[src/rtl/cpu_pkg.sv]
// Shared CPU types used across the register-file write path.
//   reg_addr_t : architectural register index (x0..x31)
//   word_t     : 32-bit data word
//   REG_ZERO   : hard-wired zero register index
package cpu_pkg;
  typedef logic [4:0]  reg_addr_t;
  typedef logic [31:0] word_t;
  localparam reg_addr_t REG_ZERO = 5'd0;
endpackage

[src/rtl/regfile_writeback_pkg.sv]
// Local types/helpers for the writeback controller.
//   hold_state_t : state of the single load-data hold slot
//   tag_onehot() : one-hot 32-bit decode of a register index
package regfile_writeback_pkg;
  import cpu_pkg::*;

  typedef enum logic {
    HOLD_EMPTY = 1'b0,
    HOLD_FULL  = 1'b1
  } hold_state_t;

  function automatic word_t tag_onehot(input reg_addr_t tag);
    return word_t'(32'd1) << tag;
  endfunction
endpackage

[src/rtl/regfile_writeback_if.sv]
// Bus bundle between execute/memory stages, the writeback controller and the
// register file write port.
//   slave  : the writeback controller's view
//   master : the surrounding pipeline's view (drives ALU/load inputs)
interface regfile_writeback_if;
  import cpu_pkg::*;

  logic      alu_valid;
  reg_addr_t alu_rd;
  word_t     alu_data;
  logic      ld_issue;
  reg_addr_t ld_issue_rd;
  logic      ld_issue_ready;
  logic      ld_valid;
  word_t     ld_data;
  logic      ld_ready;
  logic      wr_ena;
  reg_addr_t wr_addr;
  word_t     wr_data;
  word_t     busy;
  logic      ld_err;

  modport slave (
    input  alu_valid, alu_rd, alu_data, ld_issue, ld_issue_rd, ld_valid, ld_data,
    output ld_issue_ready, ld_ready, wr_ena, wr_addr, wr_data, busy, ld_err
  );

  modport master (
    output alu_valid, alu_rd, alu_data, ld_issue, ld_issue_rd, ld_valid, ld_data,
    input  ld_issue_ready, ld_ready, wr_ena, wr_addr, wr_data, busy, ld_err
  );
endinterface

[src/rtl/regfile_writeback_tag_fifo.sv]
// Destination-tag FIFO for outstanding loads.
//   clk, rst    : clock / synchronous reset
//   i_push      : push i_push_tag (ignored when full)
//   i_pop       : drop the head entry (ignored when empty)
//   o_head      : oldest outstanding tag
//   o_full      : DEPTH entries held
//   o_empty     : no entries held
//   o_entries   : all slots flattened, slot k at [k*5 +: 5]
//   o_valid     : per-slot occupancy, for the busy reduction
module wb_tag_fifo
  import cpu_pkg::*;
#(
  parameter int DEPTH = 4
) (
  input  logic                                 clk,
  input  logic                                 rst,
  input  logic                                 i_push,
  input  reg_addr_t                            i_push_tag,
  input  logic                                 i_pop,
  output reg_addr_t                            o_head,
  output logic                                 o_full,
  output logic                                 o_empty,
  output logic [DEPTH*$bits(reg_addr_t)-1:0]   o_entries,
  output logic [DEPTH-1:0]                     o_valid
);
  localparam int PW = $clog2(DEPTH);
  localparam int CW = PW + 1;
  localparam int TW = $bits(reg_addr_t);

  reg_addr_t       r_mem [DEPTH];
  logic [PW-1:0]   r_rd_ptr;
  logic [PW-1:0]   r_wr_ptr;
  logic [CW-1:0]   r_count;

  logic w_push_ok;
  logic w_pop_ok;

  assign o_full    = (r_count == CW'(DEPTH));
  assign o_empty   = (r_count == '0);
  assign w_push_ok = i_push & ~o_full;
  assign w_pop_ok  = i_pop & ~o_empty;
  assign o_head    = r_mem[r_rd_ptr];

  always_ff @(posedge clk) begin
    if (rst) begin
      r_rd_ptr <= '0;
      r_wr_ptr <= '0;
      r_count  <= '0;
    end else begin
      if (w_push_ok) begin
        r_mem[r_wr_ptr] <= i_push_tag;
        r_wr_ptr        <= r_wr_ptr + PW'(1);
      end
      if (w_pop_ok) begin
        r_rd_ptr <= r_rd_ptr + PW'(1);
      end
      r_count <= r_count + CW'(w_push_ok) - CW'(w_pop_ok);
    end
  end

  // A slot is live when its distance from the read pointer (mod DEPTH)
  // is below the occupancy count.
  for (genvar gi = 0; gi < DEPTH; gi++) begin : g_slot
    logic [PW-1:0] w_off;
    assign w_off                   = PW'(gi) - r_rd_ptr;
    assign o_valid[gi]             = ({1'b0, w_off} < r_count);
    assign o_entries[gi*TW +: TW]  = r_mem[gi];
  end
endmodule

[src/rtl/register.sv]
// Generic enabled register with synchronous active-high reset.
//   clk, rst : clock / synchronous reset
//   i_en     : load enable
//   i_d      : next value
//   o_q      : registered value (RESET_VALUE after reset)
module register #(
  parameter int               WIDTH       = 1,
  parameter logic [WIDTH-1:0] RESET_VALUE = '0
) (
  input  logic             clk,
  input  logic             rst,
  input  logic             i_en,
  input  logic [WIDTH-1:0] i_d,
  output logic [WIDTH-1:0] o_q
);
  logic [WIDTH-1:0] r_q;

  always_ff @(posedge clk) begin
    if (rst) begin
      r_q <= RESET_VALUE;
    end else if (i_en) begin
      r_q <= i_d;
    end
  end

  assign o_q = r_q;
endmodule

[src/rtl/regfile_writeback.sv]
// Writeback controller driving the register file's single write port.
// Merges ALU results (highest priority) and in-order load responses into one
// registered write per cycle; a one-entry hold slot absorbs a load response
// that collides with an ALU write. Tracks outstanding load destinations and
// exports a busy scoreboard.
//   clk, rst : clock / synchronous active-high reset
//   bus      : slave side of regfile_writeback_if (ALU, load issue/response,
//              register-file write port, busy, ld_err)
module regfile_writeback
  import cpu_pkg::*;
  import regfile_writeback_pkg::*;
#(
  parameter int LD_DEPTH = 4
) (
  input  logic                 clk,
  input  logic                 rst,
  regfile_writeback_if.slave   bus
);
  localparam int TW = $bits(reg_addr_t);

  hold_state_t r_state;
  hold_state_t w_state_next;

  reg_addr_t                  w_fifo_head;
  logic                       w_fifo_full;
  logic                       w_fifo_empty;
  logic [LD_DEPTH*TW-1:0]     w_fifo_entries;
  logic [LD_DEPTH-1:0]        w_fifo_valid;
  reg_addr_t                  w_fifo_tags [LD_DEPTH];

  logic      w_ld_ready;
  logic      w_ld_accept;
  logic      w_issue_ready;
  logic      w_push;
  logic      w_pop;
  logic      w_sel;
  reg_addr_t w_sel_addr;
  word_t     w_sel_data;
  logic      w_hold_load;
  word_t     w_hold_data;
  logic      w_err_set;
  word_t     w_busy;

  // Load responses are only meaningful while a tag is outstanding.
  assign w_ld_accept   = bus.ld_valid & w_ld_ready & ~w_fifo_empty;
  assign w_err_set     = bus.ld_valid & w_fifo_empty;
  assign w_issue_ready = ~w_fifo_full;
  assign w_push        = bus.ld_issue & w_issue_ready;

  wb_tag_fifo #(.DEPTH(LD_DEPTH)) u_tag_fifo (
    .clk        (clk),
    .rst        (rst),
    .i_push     (w_push),
    .i_push_tag (bus.ld_issue_rd),
    .i_pop      (w_pop),
    .o_head     (w_fifo_head),
    .o_full     (w_fifo_full),
    .o_empty    (w_fifo_empty),
    .o_entries  (w_fifo_entries),
    .o_valid    (w_fifo_valid)
  );

  // Hold FSM: state register
  always_ff @(posedge clk) begin
    if (rst) begin
      r_state <= HOLD_EMPTY;
    end else begin
      r_state <= w_state_next;
    end
  end

  // Hold FSM: next state. A FULL slot drains on the first cycle without an
  // ALU write.
  always_comb begin
    w_state_next = r_state;
    case (r_state)
      HOLD_EMPTY: if (bus.alu_valid & w_ld_accept) w_state_next = HOLD_FULL;
      HOLD_FULL:  if (!bus.alu_valid)              w_state_next = HOLD_EMPTY;
      default:    w_state_next = HOLD_EMPTY;
    endcase
  end

  // Hold FSM: outputs
  always_comb begin
    w_ld_ready = (r_state == HOLD_EMPTY);
  end

  // Write-source selection: ALU, then held load data, then a live response.
  always_comb begin
    w_sel       = 1'b0;
    w_sel_addr  = REG_ZERO;
    w_sel_data  = '0;
    w_pop       = 1'b0;
    w_hold_load = 1'b0;
    if (bus.alu_valid) begin
      w_sel       = 1'b1;
      w_sel_addr  = bus.alu_rd;
      w_sel_data  = bus.alu_data;
      w_hold_load = w_ld_accept;
    end else if (r_state == HOLD_FULL) begin
      w_sel      = 1'b1;
      w_sel_addr = w_fifo_head;
      w_sel_data = w_hold_data;
      w_pop      = 1'b1;
    end else if (w_ld_accept) begin
      w_sel      = 1'b1;
      w_sel_addr = w_fifo_head;
      w_sel_data = bus.ld_data;
      w_pop      = 1'b1;
    end
  end

  register #(.WIDTH(32)) u_hold (
    .clk(clk), .rst(rst), .i_en(w_hold_load), .i_d(bus.ld_data), .o_q(w_hold_data)
  );

  // x0 writes are still selected (and pop their tag) but never enable the port.
  register #(.WIDTH(1)) u_wr_ena (
    .clk(clk), .rst(rst), .i_en(1'b1),
    .i_d(w_sel & (w_sel_addr != REG_ZERO)), .o_q(bus.wr_ena)
  );

  register #(.WIDTH(TW)) u_wr_addr (
    .clk(clk), .rst(rst), .i_en(w_sel), .i_d(w_sel_addr), .o_q(bus.wr_addr)
  );

  register #(.WIDTH(32)) u_wr_data (
    .clk(clk), .rst(rst), .i_en(w_sel), .i_d(w_sel_data), .o_q(bus.wr_data)
  );

  register #(.WIDTH(1)) u_ld_err (
    .clk(clk), .rst(rst), .i_en(w_err_set), .i_d(1'b1), .o_q(bus.ld_err)
  );

  // Busy scoreboard: OR of one-hot decodes of every live tag; x0 never busy.
  for (genvar gi = 0; gi < LD_DEPTH; gi++) begin : g_tag
    assign w_fifo_tags[gi] = w_fifo_entries[gi*TW +: TW];
  end

  always_comb begin
    w_busy = '0;
    for (int j = 0; j < LD_DEPTH; j++) begin
      if (w_fifo_valid[j]) w_busy = w_busy | tag_onehot(w_fifo_tags[j]);
    end
    w_busy[0] = 1'b0;
  end

  assign bus.busy           = w_busy;
  assign bus.ld_ready       = w_ld_ready;
  assign bus.ld_issue_ready = w_issue_ready;
endmodule

[src/flat_wrapper.sv]
// flat-port wrapper written by rule: the top's interface ports become plain ports
module regfile_writeback_flat import cpu_pkg::*; import regfile_writeback_pkg::*;
#(
  parameter int LD_DEPTH = 4
)
  (clk, rst, bus_alu_valid, bus_alu_rd, bus_alu_data, bus_ld_issue, bus_ld_issue_rd, bus_ld_valid, bus_ld_data, bus_ld_issue_ready, bus_ld_ready, bus_wr_ena, bus_wr_addr, bus_wr_data, bus_busy, bus_ld_err);
  regfile_writeback_if bus_i ();
  input  logic clk;
  input  logic rst;
  input wire logic [$bits(bus_i.alu_valid)-1:0] bus_alu_valid;
  input wire logic [$bits(bus_i.alu_rd)-1:0] bus_alu_rd;
  input wire logic [$bits(bus_i.alu_data)-1:0] bus_alu_data;
  input wire logic [$bits(bus_i.ld_issue)-1:0] bus_ld_issue;
  input wire logic [$bits(bus_i.ld_issue_rd)-1:0] bus_ld_issue_rd;
  input wire logic [$bits(bus_i.ld_valid)-1:0] bus_ld_valid;
  input wire logic [$bits(bus_i.ld_data)-1:0] bus_ld_data;
  output wire logic [$bits(bus_i.ld_issue_ready)-1:0] bus_ld_issue_ready;
  output wire logic [$bits(bus_i.ld_ready)-1:0] bus_ld_ready;
  output wire logic [$bits(bus_i.wr_ena)-1:0] bus_wr_ena;
  output wire logic [$bits(bus_i.wr_addr)-1:0] bus_wr_addr;
  output wire logic [$bits(bus_i.wr_data)-1:0] bus_wr_data;
  output wire logic [$bits(bus_i.busy)-1:0] bus_busy;
  output wire logic [$bits(bus_i.ld_err)-1:0] bus_ld_err;
  assign bus_i.alu_valid = bus_alu_valid;
  assign bus_i.alu_rd = bus_alu_rd;
  assign bus_i.alu_data = bus_alu_data;
  assign bus_i.ld_issue = bus_ld_issue;
  assign bus_i.ld_issue_rd = bus_ld_issue_rd;
  assign bus_i.ld_valid = bus_ld_valid;
  assign bus_i.ld_data = bus_ld_data;
  assign bus_ld_issue_ready = bus_i.ld_issue_ready;
  assign bus_ld_ready = bus_i.ld_ready;
  assign bus_wr_ena = bus_i.wr_ena;
  assign bus_wr_addr = bus_i.wr_addr;
  assign bus_wr_data = bus_i.wr_data;
  assign bus_busy = bus_i.busy;
  assign bus_ld_err = bus_i.ld_err;
  regfile_writeback #(.LD_DEPTH(LD_DEPTH)) u_core (.clk(clk), .rst(rst), .bus(bus_i));
endmodule
[config.mk]
export PLATFORM = sky130hd
export DESIGN_NAME = regfile_writeback_flat
export DESIGN_NICKNAME = d
export VERILOG_FILES = /design/src/rtl/cpu_pkg.sv /design/src/rtl/regfile_writeback_pkg.sv /design/src/rtl/regfile_writeback_if.sv /design/src/rtl/regfile_writeback_tag_fifo.sv /design/src/rtl/register.sv /design/src/rtl/regfile_writeback.sv /design/src/flat_wrapper.sv
export SDC_FILE = /design/constraint.sdc
export NUM_CORES = 1
export LEC_CHECK = 0
export ABC_AREA = 0
export CAP_MARGIN = 10
export CORE_MARGIN = 8
export CORE_UTILIZATION = 50
export CTS_BUF_LIST = sky130_fd_sc_hd__clkbuf_8
export CTS_CLUSTER_SIZE = 16
export DETAILED_ROUTE_END_ITERATION = 8
export PLACE_DENSITY = 0.79
export SLEW_MARGIN = 20
export SYNTH_ARGS = -nofsm -noshare
export SYNTH_HDL_FRONTEND = slang
export SYNTH_HIERARCHICAL = 1
export SYNTH_SLANG_ARGS = --single-unit
[constraint.sdc]
create_clock -name clk -period 3.55 [get_ports clk]
set_input_delay 0.71 -clock clk [delete_from_list [all_inputs] [get_ports clk]]
set_output_delay 0.71 -clock clk [all_outputs]
set_load 0.05 [all_outputs]
Word-level counts from Yosys, hierarchy flattened
Memories as Yosys holds them, arrays and structs flattened. A register that Yosys moved wholly into a read port is not among the register bits.
Index checks and enable logic that the tools add are counted.
{"block": "classes", "shift": 4, "n_addsub": 8, "eq_ne": 1, "n_lt_le_gt_ge": 4, "reduce_logical": 2, "n_bitwise": 14, "muxes": 23}
{"cell": "2-to-1 mux 32 bit", "count": 7}
{"cell": "left shift 1 x 5 -> 32 bit (first input constant)", "count": 4}
{"cell": "OR 32 bit", "count": 3}
{"cell": "2-to-1 mux 5 bit", "count": 3}
{"cell": "less-than comparator 2 x 3 -> 1 bit", "count": 4}
{"cell": "2-to-1 mux 1 bit", "count": 10}
{"cell": "AND 1 bit", "count": 8}
{"cell": "nonzero test 5 bit", "count": 1}
{"cell": "adder 2 x 1 -> 2 bit (second input constant)", "count": 2}
{"cell": "2-to-1 mux 2 bit", "count": 2}
{"cell": "subtractor 1 x 2 -> 2 bit (first input constant)", "count": 2}
{"cell": "subtractor 2 bit (first input constant)", "count": 2}
{"cell": "adder 3 x 1 -> 3 bit", "count": 1}
{"cell": "== test 3 bit (second input constant)", "count": 1}
{"cell": "zero test 3 bit", "count": 1}
{"cell": "NOT 1 bit", "count": 3}
{"cell": "subtractor 3 x 1 -> 3 bit", "count": 1}
{"cell": "case mux 1 bit (2 select lines)", "count": 1}
{"block": "totals", "reg_bits": 79, "n_memories": 1, "mem_bits_rw": 20}
{"memory": "u_core.u_tag_fifo.r_mem", "depth": 4, "word_bits": 5, "read_ports": 5, "rd_ports_with_merged_regs": 1, "write_ports": 1, "line": "regfile_writeback_tag_fifo.sv:30", "text": "reg_addr_t r_mem [DEPTH];"}

Longest topological paths before layout
{"block": "depth", "depth_word": 9, "ltp_mapped": 13, "mapped_depth_nobuf": 13}

By module
Netlist, hierarchy kept.
{"mod": "register (u_core.u_hold ...)", "cells_per_inst": 103, "area_per_inst_um2": 1163.6, "seq_area_each_um2": 640.6, "instances": 2}
{"mod": "regfile_writeback", "cells_per_inst": 278, "area_per_inst_um2": 1875.5, "seq_area_each_um2": 20.0, "instances": 1}
{"mod": "wb_tag_fifo", "cells_per_inst": 94, "area_per_inst_um2": 1350.0, "seq_area_each_um2": 780.7, "instances": 1}
{"mod": "register (u_core.u_wr_addr)", "cells_per_inst": 16, "area_per_inst_um2": 180.2, "seq_area_each_um2": 100.1, "instances": 1}
{"mod": "register (u_core.u_ld_err ...)", "cells_per_inst": 3, "area_per_inst_um2": 33.8, "seq_area_each_um2": 20.0, "instances": 2}

Worst setup path after synthesis
Ideal clock, no wire load.
{"block": "synth_timing", "kind": "register to output", "from": "register u_core.u_tag_fifo.r_count[1]", "to": "output bus_busy[13]", "required_time_ps": 2840, "arrival_time_ps": 2617, "setup_slack_ps": 223, "path_stages_with_launch": 8, "path_buffers": 0, "path_cell_list": "dfxtp_1 inv_1 ha_1 a21boi_0 o21ai_0 nor2b_1 nand3b_1 o221ai_1"}
{"item": "from (decl)", "line": "regfile_writeback_tag_fifo.sv:33", "text": "logic [CW-1:0] r_count;"}
{"item": "from (signal assigned)", "line": "regfile_writeback_tag_fifo.sv:57", "text": "r_count <= r_count + CW'(w_push_ok) - CW'(w_pop_ok);"}
{"item": "less-than comparator 2 x 3 -> 1 bit", "line": "regfile_writeback_tag_fifo.sv:66", "text": "assign o_valid[gi] = ({1'b0, w_off} < r_count);"}
{"item": "via u_core.w_fifo_valid[3]", "line": "regfile_writeback.sv:28", "text": "logic [LD_DEPTH-1:0] w_fifo_valid;"}
{"item": "2-to-1 mux 32 bit", "line": "regfile_writeback.sv:143", "text": "if (w_fifo_valid[j]) w_busy = w_busy | tag_onehot(w_fifo_tags[j]);"}
{"item": "to (decl)", "line": "flat_wrapper.sv:22", "text": "output wire logic [$bits(bus_i.busy)-1:0] bus_busy;"}
The timed path passes the listed nets, and every way through them passes these cells.

Worst setup path in the final report
{"block": "layout_timing", "from": "register u_core.u_tag_fifo.r_rd_ptr[1]", "to": "output bus_busy[4]"}
{"block": "layout_via", "elab_chain_cells": 9}
{"item": "from (decl)", "line": "regfile_writeback_tag_fifo.sv:31", "text": "logic [PW-1:0] r_rd_ptr;"}
{"item": "from (signal assigned)", "line": "regfile_writeback_tag_fifo.sv:55", "text": "r_rd_ptr <= r_rd_ptr + PW'(1);"}
{"item": "subtractor 1 x 2 -> 2 bit (*)", "line": "regfile_writeback_tag_fifo.sv:65", "text": "assign w_off = PW'(gi) - r_rd_ptr;"}
{"item": "less-than comparator 2 x 3 -> 1 bit (*)", "line": "regfile_writeback_tag_fifo.sv:66"}
{"item": "via u_core.w_fifo_valid[0]", "line": "regfile_writeback.sv:28"}
{"item": "2-to-1 mux 32 bit (*)", "line": "regfile_writeback.sv:143"}
{"item": "OR 32 bit", "line": "regfile_writeback.sv:143"}
{"item": "2-to-1 mux 32 bit (*)", "line": "regfile_writeback.sv:143"}
{"item": "OR 32 bit", "line": "regfile_writeback.sv:143"}
{"item": "2-to-1 mux 32 bit (*)", "line": "regfile_writeback.sv:143"}
{"item": "OR 32 bit", "line": "regfile_writeback.sv:143"}
{"item": "2-to-1 mux 32 bit (*)", "line": "regfile_writeback.sv:143"}
Mark *: on every way through the listed nets, which the timed path passes. The rest lies on a longest branch.

==> impl_metrics.xml <==
<?xml version="1.0" encoding="UTF-8"?>
<metrics>
  <group name="logic_synthesis">
    <metric name="syn-mean-instance-area" unit="µm²">9.67</metric>
    <metric name="postSynth.topFlopCell" unit="">sky130_fd_sc_hd__dfxtp_1</metric>
    <metric name="synth_sequential_area_ratio" unit="">0.383</metric>
    <metric name="synthesis.area" unit="µm²">5800</metric>
    <metric name="synth-edff-count" unit="">20</metric>
    <metric name="unique_masters_post_synth" unit="">64</metric>
    <metric name="synth.yosys.warnings" unit="">6</metric>
    <metric name="asyncSetResetFlopFracSynth" unit="">0</metric>
    <metric name="ys_ff_latch" unit="">101</metric>
    <metric name="post_synth_inst_count" unit="">600</metric>
  </group>
  <group name="setup_path">
    <metric name="cp-end-kind" unit="">output pin</metric>
    <metric name="worst-r2r-setup-slack" unit="ns">0.75</metric>
    <metric name="r2r_end" unit="">u_core/u_tag_fifo/r_count[2]</metric>
    <metric name="worstPathCellList" unit="">xnor2_1 -&gt; inv_1 -&gt; ha_1 -&gt; a21o_1 -&gt; nand2_2 -&gt; or4b_4 -&gt; a2bb2oi_1 -&gt; o211ai_1 -&gt; buf_12</metric>
    <metric name="reg2reg_depth" unit="">13</metric>
    <metric name="crit_path_max_incr_delay" unit="ns">0.52</metric>
    <metric name="critical_path_buf_inv_count" unit="">2</metric>
    <metric name="timing.setup.critical_path_class" unit="">reg -&gt; out</metric>
    <metric name="worst_ep_required_time" unit="ns">2.84</metric>
    <metric name="startpoint_type" unit="">flip-flop</metric>
    <metric name="cp_slowest_cell" unit="">sky130_fd_sc_hd__or4b_4</metric>
    <metric name="worst-path-max-fanout" unit="">8</metric>
    <metric name="worst_r2r_startpoint" unit="">u_core/u_tag_fifo/r_count[0]</metric>
    <metric name="critical_path.top_delay_family" unit="">simple AND/OR/NAND/NOR gates</metric>
    <metric name="critPathArrivalTime" unit="ns">2.70</metric>
  </group>
  <group name="clock_network">
    <metric name="worst_skew_pair.late_latency" unit="ns">0.38</metric>
    <metric name="tritoncts_clock_tree" unit="">built</metric>
    <metric name="cts_root_buffer" unit="">sky130_fd_sc_hd__clkbuf_8</metric>
    <metric name="cts_inserted_buffers" unit="">9</metric>
    <metric name="cts-resized-gates" unit="">3</metric>
    <metric name="cts_num_sinks" unit="">101</metric>
    <metric name="htree_levels" unit="">3</metric>
    <metric name="cts_setup_buffers" unit="">0</metric>
    <metric name="ctsHoldBuffers" unit="">0</metric>
    <metric name="clk_pin_slew" unit="ns">0.11</metric>
    <metric name="cts-root-to-sink-buffers" unit="">2</metric>
  </group>
  <group name="placement">
    <metric name="hpwlAfterDp" unit="µm">14600</metric>
    <metric name="gp_routability_congestion" unit="">0.944</metric>
    <metric name="placed_cells_incl_taps" unit="">863</metric>
    <metric name="number_of_buffer_cells_added_on_primary_ports" unit="">150</metric>
  </group>
  <group name="timing">
    <metric name="timing.final.hold_violations" unit="">0</metric>
    <metric name="setup-violations-final" unit="">0</metric>
    <metric name="finalWorstPathRequiredPeriod" unit="ns">3.41</metric>
    <metric name="worst-slew-pin-transition" unit="ns">0.836</metric>
    <metric name="share_of_the_cycle_needed_by_the_critical_path_after_routing" unit="">0.961</metric>
    <metric name="report.final.slew_viol_count" unit="">0</metric>
    <metric name="clock-skew-final" unit="ns">0.0174</metric>
    <metric name="finalSetupTns" unit="ns">0</metric>
    <metric name="rsz0062_at_grt" unit="">false</metric>
    <metric name="max-slew-margin-rel" unit="">0.443</metric>
    <metric name="maxClockFrequency" unit="GHz">0.293</metric>
  </group>
  <group name="worst_hold_path">
    <metric name="holdPathStages" unit="">2</metric>
    <metric name="worstHoldStart" unit="">u_core/u_wr_data/o_q[19]</metric>
    <metric name="min_to" unit="">u_core/u_wr_data/o_q[19]</metric>
    <metric name="min-delay-path-class" unit="">reg -&gt; reg</metric>
  </group>
  <group name="grt">
    <metric name="grt_antenna_before_repair" unit="">0</metric>
    <metric name="grt_max_degree" unit="">47</metric>
    <metric name="globalRouteTotalUtil" unit="">0.247</metric>
    <metric name="grt_pass1_wl" unit="µm">29200</metric>
    <metric name="vias_in_the_first_global_route" unit="">5366</metric>
    <metric name="gr-total-overflow" unit="">0</metric>
  </group>
  <group name="drt">
    <metric name="viasPerCell" unit="">6.22</metric>
    <metric name="drt.antenna.violating_nets" unit="">0</metric>
    <metric name="iteration_count_of_the_initial_detailed_routing_pass" unit="">7</metric>
    <metric name="drt_first_iter_violations" unit="">623</metric>
    <metric name="post-route-drc-count" unit="">0</metric>
    <metric name="dr_total_vias" unit="">5470</metric>
    <metric name="routed_wl" unit="µm">19300</metric>
    <metric name="drt-wirelength-per-cell" unit="µm">21.9</metric>
  </group>
  <group name="layout">
    <metric name="flow.area_growth_from_synthesis" unit="%">32.4</metric>
    <metric name="antennaDiodeCount" unit="">0</metric>
    <metric name="nNetsFinal" unit="">821</metric>
    <metric name="layoutNonFillerInstCount" unit="">879</metric>
    <metric name="final_layout_size_suffix_gt1_frac" unit="">0.128</metric>
  </group>
  <group name="die">
    <metric name="ioPinCount" unit="">152</metric>
    <metric name="fp.coreArea" unit="µm²">11400</metric>
    <metric name="design.die.area" unit="µm²">15300</metric>
    <metric name="die_h" unit="µm">124</metric>
    <metric name="floorplan.rows" unit="">39</metric>
    <metric name="die_w" unit="µm">124</metric>
    <metric name="initial_utilization" unit="">0.510</metric>
  </group>
  <group name="job">
    <metric name="max-cap-violations" unit="">0</metric>
  </group>
  <group name="pwr">
    <metric name="max-vdd-ir-drop" unit="mV">0.400</metric>
    <metric name="power_density" unit="nW/µm²">542</metric>
    <metric name="power_leakage" unit="nW">2.88</metric>
  </group>
  <group name="status">
    <metric name="status" unit="">finished clean</metric>
  </group>
</metrics>
-- where the power goes --
group / switching (mW) / total [mW] / internal [mW]
clock: 0.415 / 0.745 / 0.330
combinational: 1.16 / 1.97 / 0.813
sequential: 0.129 / 1.45 / 1.32
-- worst reg2reg max path, cell delays in order (launching register included) --
cell and delay [ns]:
sky130_fd_sc_hd__dfxtp_1 0.40, sky130_fd_sc_hd__nor3_2 0.44, sky130_fd_sc_hd__nand2b_1 0.20, sky130_fd_sc_hd__a21oi_1 0.10
sky130_fd_sc_hd__o31ai_1 0.13, sky130_fd_sc_hd__inv_1 0.09, sky130_fd_sc_hd__ha_1 0.28, sky130_fd_sc_hd__inv_1 0.06
sky130_fd_sc_hd__ha_1 0.14, sky130_fd_sc_hd__inv_1 0.05, sky130_fd_sc_hd__fa_1 0.40, sky130_fd_sc_hd__xnor2_1 0.18
sky130_fd_sc_hd__xnor2_1 0.14, sky130_fd_sc_hd__nor2_1 0.05
-- layout make-up --
cell class | instances | area [µm²]
Fill cell | 905 | 3690
Multi-Input combinational cell | 442 | 3210
Sequential cell | 101 | 2220
Timing Repair Buffer | 161 | 1810
Tap cell | 143 | 179
Clock buffer | 9 | 124
Clock inverter | 7 | 73.8
Inverter | 16 | 60.1
-- sequential cells by signal (all words and copies together), names as in the netlist, named ones only --
signal	cells
u_core/u_ld_err/o_q	1
u_core/u_tag_fifo/r_rd_ptr	2
u_core/u_tag_fifo/r_mem	20
u_core/u_tag_fifo/r_count	3
u_core/u_wr_ena/o_q	1
u_core/r_state	1
u_core/u_wr_data/o_q	32
u_core/u_wr_addr/o_q	5
u_core/u_hold/o_q	32
u_core/u_tag_fifo/r_wr_ptr	2
-- Yosys cell counts (all sizes together), types with 6 or more instances --
master | count | area [µm²]
ha | 10 | 125
inv | 16 | 60.1
o221ai | 21 | 190
mux2i | 72 | 721
nand2b | 13 | 81.3
nor3b | 6 | 81.3
buf | 25 | 265
edfxtp | 20 | 601
clkbuf | 17 | 66.3
a22oi | 45 | 338
nor2 | 82 | 308
dfxtp | 81 | 1620
o21ai | 36 | 180
nand2 | 42 | 158
nor2b | 11 | 68.8
o22ai | 7 | 43.8
-- how the worst max path moves through the flow --
stage	to	slack, ns	startpoint	cells after the start
2_1_floorplan	bus_busy[13]	0.22	u_core/u_tag_fifo/r_count[1]	7
3_3_place_gp	bus_busy[15]	0.33	u_core/u_tag_fifo/r_count[1]	8
3_5_place_dp	bus_busy[15]	0.18	u_core/u_tag_fifo/r_count[1]	8
4_1_cts	bus_busy[4]	0.05	u_core/u_tag_fifo/r_rd_ptr[0]	9
5_1_grt	bus_busy[15]	0.02	u_core/u_tag_fifo/r_count[1]	8
6_report	bus_busy[4]	0.14	u_core/u_tag_fifo/r_rd_ptr[1]	9
-- routing by layer --
layer	vias to the layer above	GRT usage	part of all wire
li1	2488	-	-
met1	2637	0.300	0.40
met2	288	0.402	0.48
met3	57	0.0535	0.084
met4	0	0.133	0.044
met5	-	0	0
-- placed cells by master, fill, tap and decap left out, drive strengths merged, types with 4 or more instances in the layout --
cell type | synthesis | layout
o221ai | 21 | 21
a32oi | 5 | 5
o22ai | 7 | 7
clkdlybuf4s50 | 0 | 117
ha | 10 | 10
and4b | 5 | 5
nand2b | 13 | 13
buf | 25 | 44
nand2 | 42 | 42
dfxtp | 81 | 81
nand3 | 5 | 5
nor2 | 82 | 82
mux2i | 72 | 72
nor3b | 6 | 6
a21oi | 5 | 5
o21ai | 36 | 36
edfxtp | 20 | 20
nand4b | 5 | 5
a22oi | 45 | 45
o211ai | 4 | 4
and4bb | 5 | 5
clkbuf | 17 | 9
a221o | 5 | 5
inv | 16 | 19
mux4 | 5 | 5
nor2b | 11 | 11
-- through the flow --
stage	instance area, µm²	hold WS (ns)	power (mW)	setup WS (ns)	utilization
after floorplan	5800	0.461	2.83	0.223	-
after global placement	7460	0.473	3.36	0.326	0.656
after detailed placement	7460	0.484	3.41	0.177	0.656
after CTS	7660	0.505	4.16	0.0486	0.674
after global routing	7680	0.531	4.37	0.0188	0.675
final	7680	0.503	4.16	0.139	0.675
-- kinds of logic after synthesis --
family                   Yosys count  share of synthesized area
XOR/XNOR                           4                    0.00604
adder cells (fa/ha/maj)           11                     0.0250
buffers and inverters             58                     0.0675
other                              2                    0.00129
multiplexers                      79                      0.148
flip-flops                       101                      0.383
AND/OR/NAND/NOR                  199                      0.186
AO/OA/AOI/OAI                    146                      0.184
Note: power is estimated with default switching activity, not from simulation.
